File: src/rtl/axi4_pkg.sv
// Shared AXI4 types and constants for the burst master.
package axi4_pkg;

  // Burst master FSM states.
  typedef enum logic [2:0] {
    IDLE    = 3'd0,
    WR_ADDR = 3'd1,
    WR_DATA = 3'd2,
    WR_RESP = 3'd3,
    RD_ADDR = 3'd4,
    RD_DATA = 3'd5,
    DONE    = 3'd6
  } axi_mst_state_t;

  localparam logic [1:0] BURST_INCR  = 2'b01;
  localparam logic [1:0] RESP_OKAY   = 2'b00;
  localparam logic [1:0] RESP_EXOKAY = 2'b01;
  localparam logic [1:0] RESP_SLVERR = 2'b10;
  localparam logic [1:0] RESP_DECERR = 2'b11;

  // AxSIZE encoding: log2 of the data-bus width in bytes.
  function automatic logic [2:0] size_of(input int unsigned data_width);
    logic [2:0] sz;
    case (data_width)
      8:       sz = 3'd0;
      16:      sz = 3'd1;
      32:      sz = 3'd2;
      64:      sz = 3'd3;
      128:     sz = 3'd4;
      default: sz = 3'd2;
    endcase
    return sz;
  endfunction

endpackage : axi4_pkg

File: src/rtl/axi4_burst_master.sv
// AXI4 initiator issuing single-outstanding INCR bursts from a command port.
// Optional build macro: AXI_BURST_MASTER_STATS_EN adds burst/error counters.
import axi4_pkg::*;

module axi4_burst_master #(
  parameter int unsigned DATA_WIDTH = 32,
  parameter int unsigned ADDR_WIDTH = 10
) (
  input  logic                      ACLK,
  input  logic                      ARESET,
  // command port
  input  logic                      cmd_valid,
  output logic                      cmd_ready,
  input  logic                      cmd_write,
  input  logic [ADDR_WIDTH-1:0]     cmd_addr,
  input  logic [7:0]                cmd_len,
  // write-beat stream
  input  logic                      wr_valid,
  output logic                      wr_ready,
  input  logic [DATA_WIDTH-1:0]     wr_data,
  // read-beat stream
  output logic                      rd_valid,
  input  logic                      rd_ready,
  output logic [DATA_WIDTH-1:0]     rd_data,
  output logic                      rd_last,
  // AXI write address
  output logic [ADDR_WIDTH-1:0]     AWADDR,
  output logic [7:0]                AWLEN,
  output logic [2:0]                AWSIZE,
  output logic [1:0]                AWBURST,
  output logic                      AWVALID,
  input  logic                      AWREADY,
  // AXI write data
  output logic [DATA_WIDTH-1:0]     WDATA,
  output logic [DATA_WIDTH/8-1:0]   WSTRB,
  output logic                      WLAST,
  output logic                      WVALID,
  input  logic                      WREADY,
  // AXI write response
  input  logic [1:0]                BRESP,
  input  logic                      BVALID,
  output logic                      BREADY,
  // AXI read address
  output logic [ADDR_WIDTH-1:0]     ARADDR,
  output logic [7:0]                ARLEN,
  output logic [2:0]                ARSIZE,
  output logic [1:0]                ARBURST,
  output logic                      ARVALID,
  input  logic                      ARREADY,
  // AXI read data
  input  logic [DATA_WIDTH-1:0]     RDATA,
  input  logic [1:0]                RRESP,
  input  logic                      RLAST,
  input  logic                      RVALID,
  output logic                      RREADY,
  // completion
  output logic                      done,
  output logic [1:0]                done_resp,
`ifdef AXI_BURST_MASTER_STATS_EN
  output logic                      done_err,
  output logic [15:0]               stat_bursts,
  output logic [15:0]               stat_errs
`else
  output logic                      done_err
`endif
);

  localparam int unsigned STRB_WIDTH = DATA_WIDTH / 8;

  axi_mst_state_t          state_q, state_d;
  logic [ADDR_WIDTH-1:0]   addr_q, addr_d;
  logic [7:0]              len_q, len_d;
  logic [7:0]              cnt_q, cnt_d;
  logic [1:0]              resp_q, resp_d;
  logic                    err_q, err_d;

  // Address channels come straight from the burst registers so they stay stable.
  assign AWADDR    = addr_q;
  assign AWLEN     = len_q;
  assign AWSIZE    = size_of(DATA_WIDTH);
  assign AWBURST   = BURST_INCR;
  assign ARADDR    = addr_q;
  assign ARLEN     = len_q;
  assign ARSIZE    = size_of(DATA_WIDTH);
  assign ARBURST   = BURST_INCR;
  assign WDATA     = wr_data;
  assign WSTRB     = {STRB_WIDTH{1'b1}};
  assign rd_data   = RDATA;
  assign done_resp = resp_q;
  assign done_err  = err_q;

  // State and burst bookkeeping registers.
  always_ff @(posedge ACLK) begin
    if (ARESET) begin
      state_q <= IDLE;
      addr_q  <= '0;
      len_q   <= '0;
      cnt_q   <= '0;
      resp_q  <= RESP_OKAY;
      err_q   <= 1'b0;
    end else begin
      state_q <= state_d;
      addr_q  <= addr_d;
      len_q   <= len_d;
      cnt_q   <= cnt_d;
      resp_q  <= resp_d;
      err_q   <= err_d;
    end
  end

  // Next-state, beat counting, response accumulation and channel handshakes.
  always_comb begin
    state_d   = state_q;
    addr_d    = addr_q;
    len_d     = len_q;
    cnt_d     = cnt_q;
    resp_d    = resp_q;
    err_d     = err_q;
    cmd_ready = 1'b0;
    AWVALID   = 1'b0;
    WVALID    = 1'b0;
    WLAST     = 1'b0;
    wr_ready  = 1'b0;
    BREADY    = 1'b0;
    ARVALID   = 1'b0;
    RREADY    = 1'b0;
    rd_valid  = 1'b0;
    rd_last   = 1'b0;
    done      = 1'b0;

    case (state_q)
      IDLE: begin
        cmd_ready = 1'b1;
        if (cmd_valid) begin
          addr_d  = cmd_addr;
          len_d   = cmd_len;
          cnt_d   = cmd_len;
          resp_d  = RESP_OKAY;
          err_d   = 1'b0;
          state_d = cmd_write ? WR_ADDR : RD_ADDR;
        end
      end

      WR_ADDR: begin
        AWVALID = 1'b1;
        if (AWREADY) state_d = WR_DATA;
      end

      WR_DATA: begin
        WVALID   = wr_valid;
        wr_ready = WREADY;
        WLAST    = (cnt_q == 8'd0);
        if (wr_valid && WREADY) begin
          if (cnt_q == 8'd0) state_d = WR_RESP;
          else               cnt_d   = cnt_q - 8'd1;
        end
      end

      WR_RESP: begin
        BREADY = 1'b1;
        if (BVALID) begin
          resp_d  = BRESP;
          state_d = DONE;
        end
      end

      RD_ADDR: begin
        ARVALID = 1'b1;
        if (ARREADY) state_d = RD_DATA;
      end

      RD_DATA: begin
        rd_valid = RVALID;
        RREADY   = rd_ready;
        rd_last  = RLAST;
        if (RVALID && rd_ready) begin
          if (RRESP > resp_q) resp_d = RRESP;
          if (cnt_q != 8'd0)  cnt_d  = cnt_q - 8'd1;
          if (RLAST) begin
            // early RLAST is flagged but still terminates the burst
            if (cnt_q != 8'd0) err_d = 1'b1;
            state_d = DONE;
          end else if (cnt_q == 8'd0) begin
            // slave overran the burst length; keep draining until RLAST
            err_d = 1'b1;
          end
        end
      end

      DONE: begin
        done    = 1'b1;
        state_d = IDLE;
      end

      default: state_d = IDLE;
    endcase
  end

`ifdef AXI_BURST_MASTER_STATS_EN
  logic [15:0] stat_bursts_q;
  logic [15:0] stat_errs_q;
  logic        burst_bad;

  assign burst_bad   = (resp_q >= RESP_SLVERR) || err_q;
  assign stat_bursts = stat_bursts_q;
  assign stat_errs   = stat_errs_q;

  // Saturating burst and error counters, bumped on each completion.
  always_ff @(posedge ACLK) begin
    if (ARESET) begin
      stat_bursts_q <= 16'h0000;
      stat_errs_q   <= 16'h0000;
    end else if (state_q == DONE) begin
      if (stat_bursts_q != 16'hFFFF) stat_bursts_q <= stat_bursts_q + 16'h0001;
      if (burst_bad && (stat_errs_q != 16'hFFFF)) stat_errs_q <= stat_errs_q + 16'h0001;
    end
  end
`endif

endmodule : axi4_burst_master

File: config.mk
export PLATFORM = sky130hd
export DESIGN_NAME = axi4_burst_master
export DESIGN_NICKNAME = d
export VERILOG_FILES = /design/src/rtl/axi4_pkg.sv /design/src/rtl/axi4_burst_master.sv
export SDC_FILE = /design/constraint.sdc
export NUM_CORES = 1
export LEC_CHECK = 0
export BUFFER_PORTS_ARGS = -buffer_cell sky130_fd_sc_hd__buf_2
export CAP_MARGIN = 0
export CELL_PAD_IN_SITES_DETAIL_PLACEMENT = 1
export CELL_PAD_IN_SITES_GLOBAL_PLACEMENT = 1
export CORE_UTILIZATION = 23
export CTS_BUF_LIST = sky130_fd_sc_hd__clkbuf_2 sky130_fd_sc_hd__clkbuf_4 sky130_fd_sc_hd__clkbuf_8
export DETAILED_ROUTE_END_ITERATION = 8
export PLACE_DENSITY_LB_ADDON = 0.1
export REMOVE_ABC_BUFFERS = 1
export SYNTH_ARGS = -nofsm -noshare
export SYNTH_HDL_FRONTEND = slang
export SYNTH_SLANG_ARGS = --single-unit
export TNS_END_PERCENT = 20
File: constraint.sdc
create_clock -name ACLK -period 1.75 [get_ports ACLK]
set_input_delay 0.4375 -clock ACLK [delete_from_list [all_inputs] [get_ports ACLK]]
set_output_delay 0.4375 -clock ACLK [all_outputs]
set_load 0.02 [all_outputs]
==> flow_summary.ini <==
[drt]
num_vias = 2274
vias_per_cell = 4.566
dr.max_layer_used = met4
wl_per_cell_um = 26.18
wl_met1_um = 3916
wl_met2_um = 5835
drc = 0
dr.pass1.iters = 4
drtIter0Drc = 70
wl_met3_um = 3101
finalWirelength_um = 13040
final_antenna_net_count = 0

[sta]
rsz0062_at_grt = true
worst_slack_ns = -0.1816
setup_violations = 5
fin_skew_ns = 0.004095
min_period_over_period = 1.104
min_period_ns = 1.932
slew_viol_final = 0
max_clock_freq_mhz = 517.7
finalHoldViolations = 0

[critical_path]
crit_chain = or3b_4 -> buf_4 -> nor2_4 -> buf_6
path_class = flop to output pin
path_buf_inv = 2
critPathArrivalTime_ns = 1.49
cpLargestDelayFamily = simple AND/OR/NAND/NOR gates
crit_path_max_fanout = 9
startpoint_type = flop
cp-end-kind = output pin
slowest_delay_ns = 0.42
cpMaxStageDelayCell = or3b_4
cp.required_ns = 1.31

[final_layout]
n_fill_cell = 1296
multi_input_area_sq_um = 1161
instances_no_fill = 498
seq_area_sq_um = 654.4
drive_gt1_frac = 0.4696
antennaDiodeCount = 0
mostFrequentLayoutCell = buf_2
final_cell_mix = buf_2, nand2_1, buf_4
area_growth_pct = 17.95
num-nets-final = 463

[floorplanning]
die_h_um = 106.6
rows = 37
die_w_um = 106.6
core_sq_um = 10460
start_util = 0.2405
dieArea_sq_um = 11360
ios = 226

[run]
drv_cap = 0

[grt]
grt_max_degree = 19
track_usage = 0.2263
grt_pass1_vias = 2173
grt_pass1_wl_um = 17530
grt_overflow_total = 0
antenna_found_initial = 0

[power_and_ir_drop]
powerDensity_nw_per_um2 = 1926
p_leak_nw = 1.384
worst_ir_drop_vdd_v = 0.0005165

[clock_tree]
htree_levels = 2
cts_inserted_buffers = 5
clock-sinks = 32
cts.clk_slew.worst_paths_ns = 0.07
worstSkewPairLatency_ns = 0.29
cts_tree = yes
clk_path_buf_depth = 2
cts_root_buffer = clkbuf_8
postCtsHoldBufs = 0

[yosys]
synth-edff-count = 0
ys_ff_latch = 32
seq_area_frac_synth = 0.2546
avgSynthCellArea_sq_um = 7.718
ys.flop_type = dfxtp_1
syn_area_sq_um = 2516
ys_types = 44
synth_warnings = 0
async_reset_ff_frac = 0
syn_inst = 326

[status]
violations = negative setup slack
status = complete, but fails checks

[place]
io_buffers = 83
gp_congestion = 0.7853
dpl.hpwl_um = 10910
dp.cells = 480
place_ws_ns = -0.08087

[min_path]
worstHoldPathType = input pin to flop
[metal layers]
metal / track usage / vias up
met5: 0.02857 / -
met4: 0.04990 / 0
met3: 0.2505 / 9
met2: 0.3475 / 213
met1: 0.1961 / 1011
li1: - / 1041
[Yosys cell counts, types with 4 or more instances]
library cell | instances | area [sq um]
inv_1 | 7 | 26.28
nand2_1 | 51 | 191.4
o21ai_0 | 11 | 55.05
nor2_1 | 12 | 45.04
buf_2 | 4 | 20.02
buf_4 | 99 | 743.2
nor3_1 | 5 | 25.02
nor3b_1 | 6 | 45.04
a21o_1 | 4 | 30.03
dfxtp_1 | 32 | 640.6
a21oi_1 | 34 | 170.2
and2_1 | 6 | 37.54
clkbuf_1 | 6 | 22.52
ha_1 | 4 | 50.05
nand3_1 | 4 | 20.02
[tightest hold or removal path, cell delays in order]
cell	delay, ns
buf_2	0.10
nand2_1	0.04
a21oi_1	0.05
[cells by family after synthesis]
group	synth area share
flip-flops	0.2546
adder cells (fa/ha/maj)	0.01989
AND/OR/NAND/NOR	0.2118
AO/OA/AOI/OAI	0.1711
buffers and inverters	0.3362
other	0.002985
XOR/XNOR	0.003481
[layout make-up]
type                    count  area share
repair buffers            128      0.2795
multi-input cells         187      0.3912
flip-flops and latches     32      0.2205
inverters                   7    0.008853
clock buffers               7     0.03246
clock inverters             1     0.01012
well taps                 136     0.05734
[report_power, final]
part	total, mW	switching, mW	internal [mW]
clock	0.804	0.301	0.503
combinational	3.70	1.95	1.74
sequential	1.22	0.239	0.978
total	5.72	2.49	3.22
[state kept, by name, indices dropped and copies added (netlist names)]
signal / cells
ARADDR: 10
ARLEN: 8
cnt_q: 8
done_err: 1
done_resp: 2
state_q: 3
[worst paths after layout]
check / startpoint / slack, ns / endpoint / depth (start not counted)
hold / removal: cmd_addr[1] / 0.38 / ARADDR[1]$_SDFFE_PP0P_ / 3
hold reg to reg: done_err$_SDFFE_PP0P_ / 0.46 / done_err$_SDFFE_PP0P_ / 2
setup / recovery: state_q[2]$_SDFFE_PP0P_ / -0.18 / WLAST / 4
setup reg to reg: cnt_q[0]$_SDFFE_PP0P_ / -0.09 / state_q[2]$_SDFFE_PP0P_ / 8
[timing repair]
| action | 4_1_cts | 5_1_grt |
|---|---|---|
| buffers inserted | 6 | 4 |
| gates resized for setup | 25 | 35 |
| pin swaps | 4 | 10 |
| endpoints found under the setup margin | 17 | 25 |
[through the flow]
step / util / hold slack [ns] / power, mW / TNS [ns] / cell area (sq um)
final: 0.2837 / 0.3848 / 5.717 / -0.4737 / 2968
after global placement: 0.2475 / 0.4421 / 4.306 / -0.02751 / 2590
after floorplan: - / 0.4602 / 2.976 / -1.131 / 1742
after global routing: 0.2837 / 0.3793 / 6.169 / -1.359 / 2968
after CTS: 0.2711 / 0.3738 / 5.381 / -0.4655 / 2836
after detailed placement: 0.2475 / 0.4641 / 4.324 / -0.2407 / 2590
Power figures use the tool's default switching activity.
